===== src/rtl/mips31_pipe_pkg.sv =====
// Shared types and encodings for the MIPS31 pipeline control slice.
package mips31_pipe_pkg;

    typedef enum logic {
        RUN,
        STALL
    } ctrl_state_t;

    localparam logic [1:0] FWD_RF  = 2'b00;
    localparam logic [1:0] FWD_EXE = 2'b01;
    localparam logic [1:0] FWD_MEM = 2'b10;

    localparam logic [1:0] WDSEL_LOAD = 2'b01;

endpackage


===== src/rtl/hazard_compare.sv =====
// Combinational source/destination match and stall-need evaluation for the ID stage.
// Need rules depend on HAZARD_FORWARD_EN.
module hazard_compare
    import mips31_pipe_pkg::*;
#(
    parameter logic [1:0] LOAD_SEL = WDSEL_LOAD
) (
    input  logic [4:0] id_rs_addr,
    input  logic [4:0] id_rt_addr,
    input  logic       id_rs_read,
    input  logic       id_rt_read,
    input  logic       exe_we,
    input  logic [4:0] exe_waddr,
    input  logic [1:0] exe_wdata_select,
    input  logic       mem_we,
    input  logic [4:0] mem_waddr,
    output logic       m_exe_rs,
    output logic       m_exe_rt,
    output logic       m_mem_rs,
    output logic       m_mem_rt,
    output logic       exe_is_load,
    output logic [1:0] need
);

    // $0 is hardwired, so a write to it is never a dependency.
    assign m_exe_rs = id_rs_read & exe_we & (exe_waddr == id_rs_addr) & (id_rs_addr != 5'd0);
    assign m_exe_rt = id_rt_read & exe_we & (exe_waddr == id_rt_addr) & (id_rt_addr != 5'd0);
    assign m_mem_rs = id_rs_read & mem_we & (mem_waddr == id_rs_addr) & (id_rs_addr != 5'd0);
    assign m_mem_rt = id_rt_read & mem_we & (mem_waddr == id_rt_addr) & (id_rt_addr != 5'd0);

    assign exe_is_load = (exe_wdata_select == LOAD_SEL);

    always_comb begin
        need = 2'd0;
`ifdef HAZARD_FORWARD_EN
        if ((m_exe_rs | m_exe_rt) & exe_is_load) begin
            need = 2'd1;
        end
`else
        if (m_exe_rs | m_exe_rt) begin
            need = 2'd2;
        end else if (m_mem_rs | m_mem_rt) begin
            need = 2'd1;
        end
`endif
    end

endmodule


===== src/rtl/pipeline_hazard_ctrl.sv =====
// ID/EXE hazard controller: stage enables, bubble insertion, forwarding selects and stall counter.
// Forwarding is built in when HAZARD_FORWARD_EN is defined.
module pipeline_hazard_ctrl
    import mips31_pipe_pkg::*;
#(
    parameter logic [1:0]  LOAD_SEL = WDSEL_LOAD,
    parameter int unsigned CNT_W    = 32
) (
    input  logic             clk,
    input  logic             reset,
    input  logic [4:0]       id_rs_addr,
    input  logic [4:0]       id_rt_addr,
    input  logic             id_rs_read,
    input  logic             id_rt_read,
    input  logic             exe_GPR_we,
    input  logic [4:0]       exe_GPR_waddr,
    input  logic [1:0]       exe_GPR_wdata_select,
    input  logic             mem_GPR_we,
    input  logic [4:0]       mem_GPR_waddr,
    input  logic             mem_busy,
    output logic             pc_ena,
    output logic             if_id_ena,
    output logic             id_exe_ena,
    output logic             id_exe_bubble,
    output logic [1:0]       fwd_rs_sel,
    output logic [1:0]       fwd_rt_sel,
    output logic [CNT_W-1:0] stall_cycles
);

    logic       m_exe_rs, m_exe_rt, m_mem_rs, m_mem_rt, exe_is_load;
    logic [1:0] need;

    hazard_compare #(
        .LOAD_SEL(LOAD_SEL)
    ) u_compare (
        .id_rs_addr      (id_rs_addr),
        .id_rt_addr      (id_rt_addr),
        .id_rs_read      (id_rs_read),
        .id_rt_read      (id_rt_read),
        .exe_we          (exe_GPR_we),
        .exe_waddr       (exe_GPR_waddr),
        .exe_wdata_select(exe_GPR_wdata_select),
        .mem_we          (mem_GPR_we),
        .mem_waddr       (mem_GPR_waddr),
        .m_exe_rs        (m_exe_rs),
        .m_exe_rt        (m_exe_rt),
        .m_mem_rs        (m_mem_rs),
        .m_mem_rt        (m_mem_rt),
        .exe_is_load     (exe_is_load),
        .need            (need)
    );

    ctrl_state_t      state_q, state_d;
    logic [1:0]       cnt_q, cnt_d;
    logic [CNT_W-1:0] stall_cycles_q, stall_cycles_d;
    // Clears asynchronously with reset; holds every output quiet until the first edge after release.
    logic             active_q, active_d;
    logic             run_ena, bubble;

    always_ff @(posedge clk or negedge reset) begin
        if (!reset) begin
            state_q        <= RUN;
            cnt_q          <= 2'd0;
            stall_cycles_q <= '0;
            active_q       <= 1'b0;
        end else begin
            state_q        <= state_d;
            cnt_q          <= cnt_d;
            stall_cycles_q <= stall_cycles_d;
            active_q       <= active_d;
        end
    end

    always_comb begin
        state_d  = state_q;
        cnt_d    = cnt_q;
        run_ena  = 1'b0;
        bubble   = 1'b0;
        active_d = 1'b1;
        case (state_q)
            RUN: begin
                if (!mem_busy) begin
                    if (need == 2'd0) begin
                        run_ena = 1'b1;
                    end else begin
                        bubble = 1'b1;
                        cnt_d  = need - 2'd1;
                        if (cnt_d != 2'd0) begin
                            state_d = STALL;
                        end
                    end
                end
            end
            STALL: begin
                if (!mem_busy) begin
                    bubble = 1'b1;
                    cnt_d  = cnt_q - 2'd1;
                    if (cnt_d == 2'd0) begin
                        state_d = RUN;
                    end
                end
            end
            default: state_d = RUN;
        endcase
    end

    always_comb begin
        stall_cycles_d = stall_cycles_q;
        if (active_q && bubble && !(&stall_cycles_q)) begin
            stall_cycles_d = stall_cycles_q + 1'b1;
        end
    end

    assign pc_ena        = active_q & run_ena;
    assign if_id_ena     = active_q & run_ena;
    assign id_exe_ena    = active_q & (run_ena | bubble);
    assign id_exe_bubble = active_q & bubble;
    assign stall_cycles  = stall_cycles_q;

`ifdef HAZARD_FORWARD_EN
    // A load result is not ready in EXE; the stall covers it, so the regfile path stays selected.
    always_comb begin
        fwd_rs_sel = FWD_RF;
        fwd_rt_sel = FWD_RF;
        if (active_q) begin
            if (m_exe_rs) begin
                if (!exe_is_load) fwd_rs_sel = FWD_EXE;
            end else if (m_mem_rs) begin
                fwd_rs_sel = FWD_MEM;
            end
            if (m_exe_rt) begin
                if (!exe_is_load) fwd_rt_sel = FWD_EXE;
            end else if (m_mem_rt) begin
                fwd_rt_sel = FWD_MEM;
            end
        end
    end
`else
    logic unused_match;
    assign unused_match = ^{m_exe_rs, m_exe_rt, m_mem_rs, m_mem_rt, exe_is_load};
    assign fwd_rs_sel   = FWD_RF;
    assign fwd_rt_sel   = FWD_RF;
`endif

endmodule


===== config.mk =====
export PLATFORM = sky130hd
export DESIGN_NAME = pipeline_hazard_ctrl
export DESIGN_NICKNAME = d
export VERILOG_FILES = /design/src/rtl/mips31_pipe_pkg.sv /design/src/rtl/hazard_compare.sv /design/src/rtl/pipeline_hazard_ctrl.sv
export SDC_FILE = /design/constraint.sdc
export NUM_CORES = 1
export LEC_CHECK = 0
export ABC_CLOCK_PERIOD_IN_PS = 4000
export BUFFER_PORTS_ARGS = -buffer_cell sky130_fd_sc_hd__buf_2
export CAP_MARGIN = 20
export CORE_ASPECT_RATIO = 0.7
export CORE_MARGIN = 2
export CORE_UTILIZATION = 50
export DETAILED_ROUTE_END_ITERATION = 8
export PLACE_DENSITY = 0.75
export SLEW_MARGIN = 20
export SYNTH_ARGS = -nofsm -noshare
export SYNTH_HDL_FRONTEND = slang
export SYNTH_SLANG_ARGS = --single-unit

===== constraint.sdc =====
create_clock -name clk -period 4 [get_ports clk]
set_input_delay 0.4 -clock clk [delete_from_list [all_inputs] [get_ports clk]]
set_output_delay 0.4 -clock clk [all_outputs]
set_load 0.02 [all_outputs]

# [Yosys cells after proc, flatten, opt, wreduce, memory -nomap -nowiden]
# Index checks and enable logic that the tools add are counted.
[classes] n_addsub=3 n_mul=0 div=0 magnitude_cmp=0 eq_ne=7 n_shift=0 muxes=19 bitwise=19 reduce_logical=10
[ops] cell="$add A32 B1 Y32 const B" n=1
[ops] cell="$reduce_and A32 Y1" n=1
[ops] cell="$eq A5 B5 Y1" n=4
[ops] cell="$and A1 B1 Y1" n=15
[ops] cell="$mux W1" n=12
[ops] cell="$reduce_bool A5 Y1" n=2
[ops] cell="$mux W2" n=4
[ops] cell="$ne A2 B2 Y1 const B" n=3
[ops] cell="$logic_not A2 Y1" n=2
[ops] cell="$pmux W1 S2" n=2
[ops] cell="$pmux W2 S2" n=1
[ops] cell="$sub A2 B1 Y2 const B" n=2
[ops] cell="$or A1 B1 Y1" n=3
[ops] cell="$reduce_and A3 Y1" n=1
[ops] cell="$logic_and A1 B1 Y1" n=2
[ops] cell="$reduce_bool A2 Y1" n=1
[ops] cell="$logic_not A1 Y1" n=1
[ops] cell="$not A1 Y1" n=1
[totals] regBits=36 latch_bits=0 mem_bits_rw=0 mem_bits_ro=0 input_bits=29 output_inout_bits=40 wordCells=62 mem_count=0

# [Logic depth before layout (Yosys ltp)]
# Gate-level depths: netlist (run 1).
[depth] depth_word=12 depth_mapped=9

# [Hierarchy]
# Synthesis (run 1) repeated with hierarchy kept, for this count alone.
[hier_totals] hier_cells=214 area_unflattened_um2=2129.5
[modules_own_cells] mod="pipeline_hazard_ctrl" n_inst=1 cells_per_inst=173 area_per_inst_um2=1818.0 seq_area_each_um2=900.9
[modules_own_cells] mod="hazard_compare" n_inst=1 cells_per_inst=41 area_per_inst_um2=311.5 seq_area_each_um2=0.0

# [Least setup slack after synthesis (run 1)]
# No wires, ideal clock.
[synth_path] path_kind="input -> output" start="in id_rs_addr[0]" end="out pc_ena" arrival_time_ns=2.160 required_time_ns=3.600 setup_slack_ns=1.440 cell_stages=8 path_buffers=2 path_cell_list="or4_1 > o21ai_2 > nor2_1 > a31oi_4 > nand2_4 > buf_4 > nor2_1 > buf_4"
[synth_via] elab_chain_cells=11 elab_cells_between_ends=16 cone_classes="eq/ne: 2; mux: 5; bitwise: 7; reduce/logical: 2"
[synth_lines] element="start, declared" line="pipeline_hazard_ctrl.sv:11" text="input logic [4:0] id_rs_addr,"
[synth_lines] element="$eq A5 B5 Y1" line="hazard_compare.sv:28" text="assign m_mem_rs = id_rs_read & mem_we & (mem_waddr == id_rs_addr) & (id_rs_addr != 5'd0);"
[synth_lines] element="$and A1 B1 Y1 (2 in a row)" line="hazard_compare.sv:28"
[synth_lines] element="$or A1 B1 Y1" line="hazard_compare.sv:42" text="end else if (m_mem_rs | m_mem_rt) begin"
[synth_lines] element="$mux W1" line="hazard_compare.sv:42"
[synth_lines] element="$mux W2 *" line="hazard_compare.sv:40" text="if (m_exe_rs | m_exe_rt) begin"
[synth_lines] element="$logic_not A2 Y1 *" line="pipeline_hazard_ctrl.sv:83" text="if (need == 2'd0) begin"
[synth_lines] element="$mux W1 *" line="pipeline_hazard_ctrl.sv:83"
[synth_lines] element="$mux W1 *" line="pipeline_hazard_ctrl.sv:82" text="if (!mem_busy) begin"
[synth_lines] element="$mux W1 *" line="pipeline_hazard_ctrl.sv:80" text="case (state_q)"
[synth_lines] element="$and A1 B1 Y1 *"
[synth_lines] element="end, declared" line="pipeline_hazard_ctrl.sv:21" text="output logic pc_ena,"
# Every way passes the cells marked *; elsewhere a longest branch is shown, timed or not.

# [Final worst setup path (run 1)]
[layout_path] start="in id_rs_addr[0]" end="out pc_ena"
[layout_via] elab_chain_cells=11 elab_cells_between_ends=16 cone_classes="eq/ne: 2; mux: 5; bitwise: 7; reduce/logical: 2"
[layout_lines] element="$eq A5 B5 Y1" line="hazard_compare.sv:28"
[layout_lines] element="$and A1 B1 Y1 (2 in a row)" line="hazard_compare.sv:28"
[layout_lines] element="$or A1 B1 Y1" line="hazard_compare.sv:42"
[layout_lines] element="$mux W1" line="hazard_compare.sv:42"
[layout_lines] element="$mux W2 *" line="hazard_compare.sv:40"
[layout_lines] element="$logic_not A2 Y1 *" line="pipeline_hazard_ctrl.sv:83"
[layout_lines] element="$mux W1 *" line="pipeline_hazard_ctrl.sv:83"
[layout_lines] element="$mux W1 *" line="pipeline_hazard_ctrl.sv:82"
[layout_lines] element="$mux W1 *" line="pipeline_hazard_ctrl.sv:80"
[layout_lines] element="$and A1 B1 Y1 *" line="pipeline_hazard_ctrl.sv:114" text="assign pc_ena = active_q & run_ena;"
# Marks and branches as above.

==> run metrics, run 1 <==
grt total ovfl 0; CTS tree built; Clock Power Share roughly 34%; row count 20; crit-path max FO 33; highest-delay cell along the critical path or4_1; Post-Syn Instances ~220; TritonCTS buffer count 5; hold buffers post-CTS 0; Leakage 1.23 nW; syn_area_per_cell slightly below 10 um2; GRT Overall Usage between 10% and 20%; pre-CTS setup slack 1.46 ns; dominant cells by area after synthesis dfrtp_1 (41%), xnor2_1 (16%), nand3_1 (5.2%), and3_1 (4.0%), xor2_1 (3.6%); cell with the most instances after synthesis xnor2_1; hold violation total from the final report 0; first-pass GRT wire length 7660 um; placement-stage cell area 0.00250 mm2; die area slightly below 0.005 mm2; setup ws final between 1 and 1.5 ns; Final HPWL DP between 3000 and 4000 um; power density cells 312 mW/mm2; Setup Fix Bufs, Post-CTS 0; f_max 0.397 GHz; Max VDD drop 226 uV; Vias around 1800; async set-reset flop share out of synthesis 100%; DRT iter0 DRCs 62; synth cell count leaders xnor2_1 (40), dfrtp_1 (36), nand3_1 (23); Die Span X about 83 um; CTS clk-pin slew, worst paths 0.07 ns; drt total wl ~4600 um; CP max stage delay 0.53 ns; CP Cell Sequence buf_2, or4_1, o21ai_2, nor2_1, a31oi_4, nand2_4, nor2_1, buf_2; nets@finish around 320; period utilization 63.0%; status complete, no violations; worst min path class in -> async; Via density ~5.3; Int Pwr between 500 and 600 uW; max-cap viol count 0; sequential fraction of design power about 50%; # diodes 0; Arr. time, crit path between 2 and 2.5 ns; CTS max path bufs 2; Slew Viols, Final 0; clk sinks 36; Synth Warn # 0; Root Buffer Master clkbuf_8; drt wl/cell about 14 um; Synth area leader dfrtp_1; port bufs 62; Startpoint Class input pin; Core Box Area 0.00428 mm2; largest net degree at the start of global routing 37; worst setup path category in -> out; Skew-Pair Late Insertion Delay 0.28 ns; EDFF count, synth 0; Sw Ratio about 27%; initial antenna violation count 0; io pins 69; post-route ant nets 0; FF+latch count, synth 36; H-tree depth 2; Starting Density between 50 and 60%; final setup fails 0; final non-filler cell area ~0.0026 mm2; Synth top area share between 40% and 50%; Placer Congestion 0.903; Comb pwr share 16.2%; P_sw between 200 and 250 uW; DRC Markers 0; RSZ-0062 raised after global routing no; skew final 0.00446 ns; Synth Flop Type dfrtp_1; ratio of cells with drive above 1 in the final layout between 20% and 30%; Die H roughly 60 um; post-route setup TNS 0 ns; mapped cell area 0.00220 mm2; CP endpoint kind output port; post-CTS resize count 0; drt pass-1 iters 5; relative slew slack 48.2%; CP required around 3.6 ns; vias in the first global route approximately 1600; Worst Tran Pin Value between 0.7 and 0.8 ns; sequential fraction of the synthesis area 40.9%; layout overhead on the synthesized area 17.9%; final worst path period need about 2.5 ns; Synth cell types between 40 and 50
## critical path: cells and delay by family
| kind | cells | cell delay (ns) |
|---|---|---|
| AO/OA/AOI/OAI | 2 | 0.39 |
| AND/OR/NAND/NOR | 4 | 1.03 |
| buffers and inverters | 2 | 0.30 |
## per-layer routing
layer	up-vias	GRT usage (%)	part of all wire, %	wire length, um
li1	885	-	-	-
met1	849	28.5	51	2350
met2	54	28.1	43	1970
met3	6	5.57	5.5	256
met4	0	7.73	1.2	55
met5	-	0	0	0
## flip-flops by register name, indices dropped and copies added, names as in the netlist
signal        count
active_q          1
cnt_q             2
stall_cycles     32
state_q           1
## path summary, 6_finish.rpt
check	startpoint	cells past startpoint	slack (ns)	to
setup reg to reg	stall_cycles[0]$_DFFE_PN0P_	7	1.80	stall_cycles[1]$_DFFE_PN0P_
hold reg to reg	stall_cycles[4]$_DFFE_PN0P_	1	0.49	stall_cycles[4]$_DFFE_PN0P_
hold / removal	reset	1	0.19	stall_cycles[24]$_DFFE_PN0P_
setup / recovery	id_rs_addr[0]	8	1.48	pc_ena
max in group asynchronous	reset	1	3.31	stall_cycles[20]$_DFFE_PN0P_
min in group clk	mem_busy	3	0.48	state_q$_DFF_PN0_
## power groups by stage
stage | combinational (mW) | sequential, mW | clock (mW)
finish | 0.131 | 0.404 | 0.274
global route | 0.146 | 0.408 | 0.299
CTS | 0.133 | 0.404 | 0.284
detailed placement | 0.132 | 0.410 | 0
global placement | 0.129 | 0.409 | 0
floorplan | 0.0769 | 0.417 | 0
## cells by family after synthesis
logic type	Yosys count	synth area share, %
flip-flops	36	40.9
other	2	0.341
buffers and inverters	16	4.89
AND/OR/NAND/NOR	106	27.6
multiplexers	2	1.02
AO/OA/AOI/OAI	11	4.61
adder cells (fa/ha/maj)	2	1.14
XOR/XNOR	49	19.5
## layout make-up
class / count / area, um2
well taps: 55 / 68.8
repair buffers: 62 / 310
inverters: 4 / 15.0
multi-input cells: 175 / 1200
fillers: 389 / 1680
clock buffers: 7 / 96.3
flip-flops and latches: 36 / 901
## metrics by stage
| stage | total power, mW | utilization [%] | instances | hold slack [ns] |
|---|---|---|---|---|
| final | 0.810 | 60.6 | 339 | 0.193 |
| after detailed placement | 0.542 | 58.4 | 332 | 0.486 |
| after global routing | 0.853 | 60.6 | 339 | 0.259 |
| after global placement | 0.538 | 58.4 | 332 | 0.483 |
| after CTS | 0.821 | 60.6 | 339 | 0.223 |
| after floorplan | 0.494 | - | 227 | 0.104 |
## cell usage in the layout, fill, tap and decap left out, types with 5 or more instances in the layout
cell type	count
buf_2	62
xnor2_1	40
dfrtp_1	36
nand3_1	23
nand2_1	18
and3_1	14
nor2_1	10
xor2_1	9
nand4_1	8
clkbuf_8	7
nor3_1	6
conb_1	5
Note: power is estimated with default switching activity, not from simulation.
==> run 2: changes to the inputs <==
--- a/config.mk
+++ b/config.mk
@@ -5,14 +5,14 @@
 export SDC_FILE = /design/constraint.sdc
 export NUM_CORES = 1
 export LEC_CHECK = 0
-export ABC_CLOCK_PERIOD_IN_PS = 4000
+export ABC_CLOCK_PERIOD_IN_PS = 2150
 export BUFFER_PORTS_ARGS = -buffer_cell sky130_fd_sc_hd__buf_2
 export CAP_MARGIN = 20
 export CORE_ASPECT_RATIO = 0.7
 export CORE_MARGIN = 2
-export CORE_UTILIZATION = 50
+export CORE_UTILIZATION = 46
 export DETAILED_ROUTE_END_ITERATION = 8
-export PLACE_DENSITY = 0.75
+export PLACE_DENSITY = 0.73
 export SLEW_MARGIN = 20
 export SYNTH_ARGS = -nofsm -noshare
 export SYNTH_HDL_FRONTEND = slang
==> constraint.sdc (replaced) <==
create_clock -name clk -period 2.15 [get_ports clk]
set_input_delay 0.215 -clock clk [delete_from_list [all_inputs] [get_ports clk]]
set_output_delay 0.215 -clock clk [all_outputs]
set_load 0.02 [all_outputs]
==> run 2 against run 1 <==
Effect of this change: the flow now finishes with violations (hold timing); core utilization fell by 3.3 points; first-iteration DRC count fell by 11%; combinational power rose by 130%; largest cell class unchanged; highest routed layer unchanged.
==> run metrics, run 2 (synthesis gave the netlist of run 1 again) <==
Vias 1800 (was 1794); first-pass GRT wire length 7570 um (was 7660 um); # diodes 0 (unchanged); worst path bufs/invs 0 (was 2); io pins 69 (unchanged); final core utilization 57.4% (was 60.6%); relative slew slack 48.3% (was 48.2%); clk sinks 36 (unchanged); final worst path period need 2.02 ns; skew final 0.00383 ns (was 0.00446 ns); CP Cell Sequence nand3_1, or3_1, nor2_4, and3_4, nor2_4, nand2_1, mux2_2 (was buf_2, or4_1, o21ai_2, nor2_1, a31oi_4, nand2_4, nor2_1, buf_2); most frequent cells in the layout buf_2 (62), xnor2_1 (40), dfrtp_1 (36) (unchanged); final setup fails 0 (unchanged); vias in the first global route 1670 (was 1628); highest-delay cell along the critical path or3_1 (was or4_1); CP endpoint kind register (was output port); period utilization around 94%; Setup Fix Bufs, Post-CTS 0 (unchanged); Startpoint Class register (was input pin); largest net degree at the start of global routing 37 (unchanged); CTS max path bufs 2 (unchanged); f_max ~0.49 GHz; Skew-Pair Late Insertion Delay 0.29 ns (was 0.28 ns); hold violation total from the final report 1 (was 0); Leakage 1.29 nW (was 1.23 nW); Slew Viols, Final 0 (unchanged); drt wl/cell 12.8 um (was 13.6 um); Max VDD drop 281 uV (was 226 uV); Starting Density 46.8% (was 51.4%); layout overhead on the synthesized area 22.6% (was 17.9%); most common cell after layout, fill and taps aside buf_2 (unchanged); power density cells 572 mW/mm2 (was 312 mW/mm2); drt total wl 4540 um (was 4620 um); post-route setup TNS 0 ns (unchanged); post-route ant nets 0 (unchanged); CTS clk-pin slew, worst paths 0.07 ns (about the same); Core Box Area 0.00470 mm2 (was 0.00428 mm2); CP most frequent cell nor2_4; CTS tree built (unchanged); crit-path leading delay family simple AND/OR/NAND/NOR gates (unchanged); Die Span X 86.7 um (was 83.3 um); ratio of cells with drive above 1 in the final layout 32.3% (was 28.9%); post-CTS resize count 0 (unchanged); Via density 5.08 (was 5.29); worst min path class in -> async (unchanged); port bufs 62 (unchanged); drt pass-1 iters 4 (was 5); Arr. time, crit path 2.20 ns (was 2.12 ns); DRC Markers 0 (unchanged); Placer Congestion 0.862 (was 0.903); nets@finish 328 (was 315); die area 0.00536 mm2 (was 0.00496 mm2); DRT iter0 DRCs 55 (was 62); grt total ovfl 0 (unchanged); TritonCTS buffer count 5 (unchanged); H-tree depth 2 (unchanged); Worst Tran Pin Value 0.775 ns (was 0.778 ns); row count 21 (was 20); Final HPWL DP 3610 um (was 3480 um); CP max stage delay 0.46 ns (was 0.53 ns); max-cap viol count 0 (unchanged); Die H 61.9 um (was 59.5 um); CP required 2.33 ns (was 3.60 ns); crit-path max FO 12 (was 33); Root Buffer Master clkbuf_8 (unchanged); initial antenna violation count 0 (unchanged); RSZ-0062 raised after global routing no (unchanged); Final Hold Slack -0.00000122 ns (was 0.193 ns); failing checks hold timing; status finished with violations (was complete, no violations); max reg flops 32 (unchanged); hold buffers post-CTS 0 (unchanged); worst setup path category reg -> reg (was in -> out); GRT Overall Usage 18.0% (was 19.7%)
-- run 2: cell types whose count changed in the layout (fill, tap and decap cells not counted), sizes merged --
cell | before | now
buf | 62 | 75
-- run 2: worst paths after layout --
| kind | startpoint | slack, ns | depth (start not counted) | endpoint |
|---|---|---|---|---|
| setup / recovery | stall_cycles[14]$_DFFE_PN0P_ | 0.13 | 7 | stall_cycles[1]$_DFFE_PN0P_ |
| hold / removal | reset | -0.000001 | 1 | stall_cycles[25]$_DFFE_PN0P_ |
| setup reg to reg | stall_cycles[14]$_DFFE_PN0P_ | 0.13 | 7 | stall_cycles[1]$_DFFE_PN0P_ |
| hold reg to reg | stall_cycles[11]$_DFFE_PN0P_ | 0.49 | 1 | stall_cycles[11]$_DFFE_PN0P_ |
| max in group asynchronous | reset | 1.66 | 1 | stall_cycles[14]$_DFFE_PN0P_ |
| min in group clk | mem_busy | 0.27 | 3 | state_q$_DFF_PN0_ |
-- run 2: report_power, final --
group | internal [mW] | leakage (nW) | total, mW | switching [mW]
Sequential | 0.712 | 0.497 | 0.736 | 0.0233
Clock | 0.285 | 0.0503 | 0.513 | 0.228
Combinational | 0.131 | 0.744 | 0.295 | 0.164
-- run 2: final cells by class --
class,count,area (um2)
timing repair buffer,75,408
multi-input combinational,175,1210
sequential,36,901
fill,416,2010
clock buffer,7,96.3
inverter,4,15.0
tap,57,71.3
-- run 2: routing by layer --
metal | GRT usage [%] | up-vias | wire length (um)
li1 | - | 921 | -
met1 | 25.3 | 833 | 2370
met2 | 27.8 | 41 | 1970
met3 | 4.10 | 5 | 164
met4 | 6.03 | 0 | 44
met5 | 0 | - | 0
-- run 2: through the flow --
step	std cells	worst slack (ns)	power, mW	hold slack (ns)	area, um2
final	354	0.128	1.54	-0.00000122	2700
after global routing	354	0.0126	1.61	0.0770	2700
after CTS	354	0.122	1.56	0.0264	2700
after detailed placement	347	0.120	1.04	0.342	2600
after global placement	347	0.143	1.03	0.342	2600
after floorplan	227	0.0871	0.919	-0.0806	2210
